## config.mk

```make
export PLATFORM = sky130hd
export DESIGN_NAME = alu_sequencer
export DESIGN_NICKNAME = d
export VERILOG_FILES = /design/src/rtl/alu_sequencer.sv
export SDC_FILE = /design/constraint.sdc
export NUM_CORES = 1
export LEC_CHECK = 0
export CORE_AREA = 5 5 93 95
export CTS_CLUSTER_DIAMETER = 60
export DETAILED_ROUTE_END_ITERATION = 6
export DIE_AREA = 0 0 98 100
export PLACE_DENSITY = 0.81
export SLEW_MARGIN = 20
export SYNTH_ARGS = -nofsm -noshare
export SYNTH_HDL_FRONTEND = slang
export SYNTH_SLANG_ARGS = --single-unit
```

## constraint.sdc

```tcl
create_clock -name clk_i -period 5 [get_ports clk_i]
set_input_delay 1 -clock clk_i [delete_from_list [all_inputs] [get_ports clk_i]]
set_output_delay 1 -clock clk_i [all_outputs]
set_load 0.01 [all_outputs]
```

## src/rtl/alu_sequencer.sv

```systemverilog
// alu_sequencer: runs a short program of accumulator ALU instructions held in a small writable program memory.
module alu_sequencer #(
  parameter int WIDTH = 5,
  parameter int DEPTH = 8,
  localparam int AW = $clog2(DEPTH)
) (
  input  logic             clk_i,
  input  logic             reset_i,
  input  logic             wr_en_i,
  input  logic [AW-1:0]    wr_addr_i,
  input  logic [WIDTH+2:0] wr_data_i,
  input  logic             start_i,
  input  logic [AW:0]      prog_len_i,
  input  logic [WIDTH-1:0] init_val_i,
  output logic [WIDTH-1:0] result_o,
  output logic             flag_gt_zero_o,
  output logic             flag_zero_o,
  output logic             flag_carry_o,
  output logic             busy_o,
  output logic             done_o
);
  typedef enum logic [1:0] {IDLE, EXEC, DONE} state_t;
  localparam logic [AW:0] DEPTH_L = (AW+1)'(DEPTH);
  state_t state_q, state_d;
  logic [WIDTH+2:0] mem_q [DEPTH];
  logic [WIDTH-1:0] acc_q, acc_d, alu_res, b;
  logic [AW-1:0] pc_q, pc_d;
  logic [AW:0] len_q, len_d;
  logic carry_q, carry_d, alu_c;
  logic [2:0] op;
  logic [WIDTH:0] sum, dif;
  assign {op, b} = mem_q[pc_q];
  assign sum = {1'b0, acc_q} + {1'b0, b};
  assign dif = {1'b0, acc_q} - {1'b0, b};
  always_comb begin
    alu_res = b;
    alu_c = 1'b0;
    case (op)
      3'd0: {alu_c, alu_res} = sum;
      3'd1: {alu_c, alu_res} = dif;
      3'd2: alu_res = acc_q & b;
      3'd3: alu_res = acc_q | b;
      3'd4: alu_res = acc_q ^ b;
      3'd5: {alu_c, alu_res} = {acc_q, 1'b0};
      3'd6: {alu_res, alu_c} = {1'b0, acc_q};
      default: alu_res = b;
    endcase
  end
  always_comb begin
    state_d = state_q;
    acc_d = acc_q;
    pc_d = pc_q;
    len_d = len_q;
    carry_d = carry_q;
    case (state_q)
      IDLE: if (start_i) begin
        acc_d = init_val_i;
        pc_d = '0;
        len_d = prog_len_i > DEPTH_L ? DEPTH_L : prog_len_i;
        carry_d = 1'b0;
        state_d = prog_len_i == '0 ? DONE : EXEC;
      end
      EXEC: begin
        acc_d = alu_res;
        carry_d = alu_c;
        pc_d = pc_q + 1'b1;
        state_d = {1'b0, pc_q} == len_q - 1'b1 ? DONE : EXEC;
      end
      default: state_d = IDLE;
    endcase
  end
  always_ff @(posedge clk_i or posedge reset_i)
    if (reset_i) begin
      state_q <= IDLE;
      acc_q <= '0;
      pc_q <= '0;
      len_q <= '0;
      carry_q <= 1'b0;
    end else begin
      state_q <= state_d;
      acc_q <= acc_d;
      pc_q <= pc_d;
      len_q <= len_d;
      carry_q <= carry_d;
    end
  // Program memory only accepts writes while idle so a running program never changes under itself.
  always_ff @(posedge clk_i or posedge reset_i)
    if (reset_i) begin
      for (int i = 0; i < DEPTH; i++) mem_q[i] <= '0;
    end else if (wr_en_i && state_q == IDLE && {1'b0, wr_addr_i} < DEPTH_L) begin
      mem_q[wr_addr_i] <= wr_data_i;
    end
  assign result_o = acc_q;
  assign flag_zero_o = acc_q == '0;
  assign flag_gt_zero_o = !acc_q[WIDTH-1] && acc_q != '0;
  assign flag_carry_o = carry_q;
  assign busy_o = state_q != IDLE;
  assign done_o = state_q == DONE;
endmodule

```

==> flow_summary.yaml <==
outcome:
  status: "completed"
synth:
  postSynth.asyncResetShare: 1.000
  synth.avg_cell_area_um2: 12.04
  synth_ff_type: "dfrtp_1"
  ys_seq_area_frac: 0.4355
  post_synth_num_cell_types: 56
  synthCells: 377
  synth_seq_cells: 79
  syn_area_um2: 4539
  synth_edf_count: 0
  ys_warn_count: 0
  synthesis.nets: 420
timing:
  fin_ws_ns: 1.404
  setup_viol: 0
  min_period_over_period: 0.7192
  maxSlewHeadroom: 0.3852
  hold_viol: 0
  rsz0062_at_grt: "no"
  fin_skew_ns: 0.008717
  min_period_ns: 3.596
  fmax_mhz: 278.1
  tightest_slew_ns: 0.9222
  drv_slew: 0
  tns_ns: 0
worst_setup_path:
  worstSetupStartpointType: "flip-flop"
  worstPathRequired_ns: 5.24
  cp_slowest_cell: "dfrtp_1"
  worstSetupPathType: "flip-flop to flip-flop"
  crit_arrival_ns: 3.83
  crit_family: "flip-flops"
  max_stage_delay_ns: 0.95
  cp-end-kind: "flip-flop"
  crit_buf_inv: 1
  cp_cell_sequence: "mux4_2 -> mux2i_1 -> inv_1 -> fa_1 -> o21bai_1 -> a21oi_1 -> nor2_1 -> a2111oi_1 -> a311o_1 -> o31a_1"
  crit_path_max_fanout: 19
clock_network:
  cts_tree: "yes"
  numCtsBuffers: 9
  htreeDepth: 3
  ctsLongestPathBuffers: 2
  cts_root_buf: "clkbuf_8"
  clk_pin_slew_ns: 0.09
  cts.repair.resized: 0
  clock-sinks: 79
  hold_buffers: 0
  worst_skew_pair.late_latency_ns: 0.35
  postCtsSetupBuffers: 0
route:
  routed_via_density: 6.058
  post-route-drc-count: 0
  drt-total-wl_um: 10050
  ant_nets: 0
  firstDrtPassIters: 4
  dr.first_iter.drc_count: 133
  wl_per_cell_um: 19.56
  vias: 3114
power:
  p_comb_frac: 0.579
  power.density_nw_per_um2: 755.3
  p_sw_frac: 0.4261
  switchingPower_uw: 1641
  pwr-share-seq: 0.311
  p_leak_uw: 0.002229
  intPower_uw: 2210
  clkPwrFrac: 0.110
  ir_drop_v: 0.0003713
placed_design:
  port_buffers: 33
  dp.cells: 498
  place_ws_ns: 1.453
  gp_congestion: 0.9461
  place_area_um2: 4925
  dp_hpwl_um: 7031
grt:
  grt_usage: 0.2154
  grt_first_pass_wirelength_um: 16570
  overflow: 0
  grt_max_degree: 51
  grt_pass1_vias: 3159
  antenna_found_initial: 0
floorplanning:
  dieArea_um2: 9800
  fp.coreArea_um2: 7647
  fp.dieH_um: 100
  fp-row-count: 32
  start_util: 0.5936
  die_w_um: 98
  io_pins: 34
hold_path:
  hold_class: "flip-flop to flip-flop"
finish:
  area_delta_synth_final_pct: 12.32
  nets: 450
  drive_gt1_frac: 0.2670
  diodes: 0
  layoutNonFillerInstCount: 514
  finish.instance_area_um2: 5099
job:
  cap_violations: 0
==> routing by layer <==
layer | vias up | global-route usage | part of all wire
met4 | 0 | 0.07242 | 0.020
li1 | 1446 | - | -
met2 | 84 | 0.3743 | 0.50
met1 | 1569 | 0.2695 | 0.43
met3 | 15 | 0.04448 | 0.049
met5 | - | 0 | 0
==> cells in the mapped netlist, types with 3 or more instances <==
| cell type | n | area share |
|---|---|---|
| o21ai_0 | 14 | 0.015 |
| clkbuf_1 | 7 | 0.0058 |
| nand2_1 | 24 | 0.020 |
| mux4_1 | 3 | 0.017 |
| inv_1 | 18 | 0.015 |
| mux2i_1 | 8 | 0.018 |
| xnor2_1 | 4 | 0.0077 |
| nor2b_1 | 7 | 0.0096 |
| nand2b_1 | 7 | 0.0096 |
| a21oi_1 | 14 | 0.015 |
| and3_1 | 5 | 0.0069 |
| o21bai_1 | 4 | 0.0066 |
| mux2_2 | 70 | 0.17 |
| nor2_1 | 15 | 0.012 |
| mux4_2 | 11 | 0.055 |
| buf_2 | 4 | 0.0044 |
| ha_1 | 17 | 0.047 |
| nor3_1 | 5 | 0.0055 |
| a21o_1 | 3 | 0.0050 |
| dfrtp_1 | 79 | 0.44 |
| nand3_1 | 5 | 0.0055 |
==> stage by stage <==
stage               hold WS, ns  power [µW]    util
finish                   0.5087        3851  0.6667
global route             0.5179        4151  0.6667
global placement         0.4810        3329  0.6440
CTS                      0.5100        3852  0.6666
floorplan                0.4654        2911       -
detailed placement       0.4908        3417  0.6440
==> cell usage in the layout, fill, tap and decap left out, drive strengths merged, types with 2 or more instances in the layout <==
cell	synthesis	layout
nand2	24	24
o22ai	3	3
nor2b	7	7
buf	9	2
a22o	2	2
nand2b	7	7
o21ai	16	16
clkdlybuf4s50	0	33
and3	5	5
a21o	3	3
o21bai	4	4
clkbuf	7	10
xnor2	4	4
mux2i	10	10
nor3	5	5
a211oi	2	2
or3	2	2
nor2	15	15
mux4	14	14
ha	17	17
clkinvlp	0	3
dfrtp	79	79
o211ai	2	2
fa	2	2
a22oi	2	2
a2111oi	2	2
mux2	72	72
a31oi	2	2
inv	18	19
xor2	2	2
a21boi	2	2
clkinv	0	2
nor4	2	2
a311o	2	2
nand4	2	2
nand3	5	5
a21oi	15	15
==> power groups by stage <==
stage,Clock (µW),Sequential [µW],Combinational [µW]
3_3_place_gp,0,1190,2140
4_1_cts,434,1200,2220
6_report,424,1200,2230
3_5_place_dp,0,1210,2210
5_1_grt,466,1230,2450
2_1_floorplan,0,1080,1830
==> registers in the layout, summed over array words and instances (netlist names) <==
name	count
flag_carry_o	1
len_q	4
mem_q	64
pc_q	3
result_o	5
state_q	2
==> logic make-up after synthesis <==
family | after synthesis | share of synthesized area
flops | 79 | 0.4355
xor+xnor | 6 | 0.01158
mux | 96 | 0.2798
simple gates | 77 | 0.08214
fa+ha+maj | 19 | 0.05568
compound gates | 66 | 0.1012
buf+inv | 34 | 0.03418
==> final cells by class <==
class / instances / area, µm²
Multi-Input combinational cell: 264 / 2407
Clock buffer: 10 / 127.6
Inverter: 18 / 68.82
Sequential cell: 79 / 1977
Fill cell: 590 / 2549
Timing Repair Buffer: 35 / 345.3
Clock inverter: 6 / 45.04
Tap cell: 102 / 127.6
==> final timing paths <==
kind	startpoint	to	slack, ns	depth (start not counted)
worst min register to register	mem_q[58]	mem_q[58]	0.51	1
worst max-delay path	pc_q[1]	result_o[4]	1.40	10
worst min-delay path	mem_q[58]	mem_q[58]	0.51	1
worst max register to register	pc_q[1]	result_o[4]	1.40	10
min in group asynchronous	reset_i	mem_q[30]	1.12	2
max in group asynchronous	reset_i	mem_q[3]	2.98	3
==> worst reg2reg max path, delay by kind of cell (launching register included) <==
kind / cells / cell delay [ns]
AOI/OAI and AO/OA: 5 / 0.90
adders and majority gates: 1 / 0.46
buffers and inverters: 1 / 0.17
DFF: 1 / 0.95
muxes: 2 / 0.89
and+or+nand+nor: 1 / 0.12
Power figures use the tool's default switching activity.
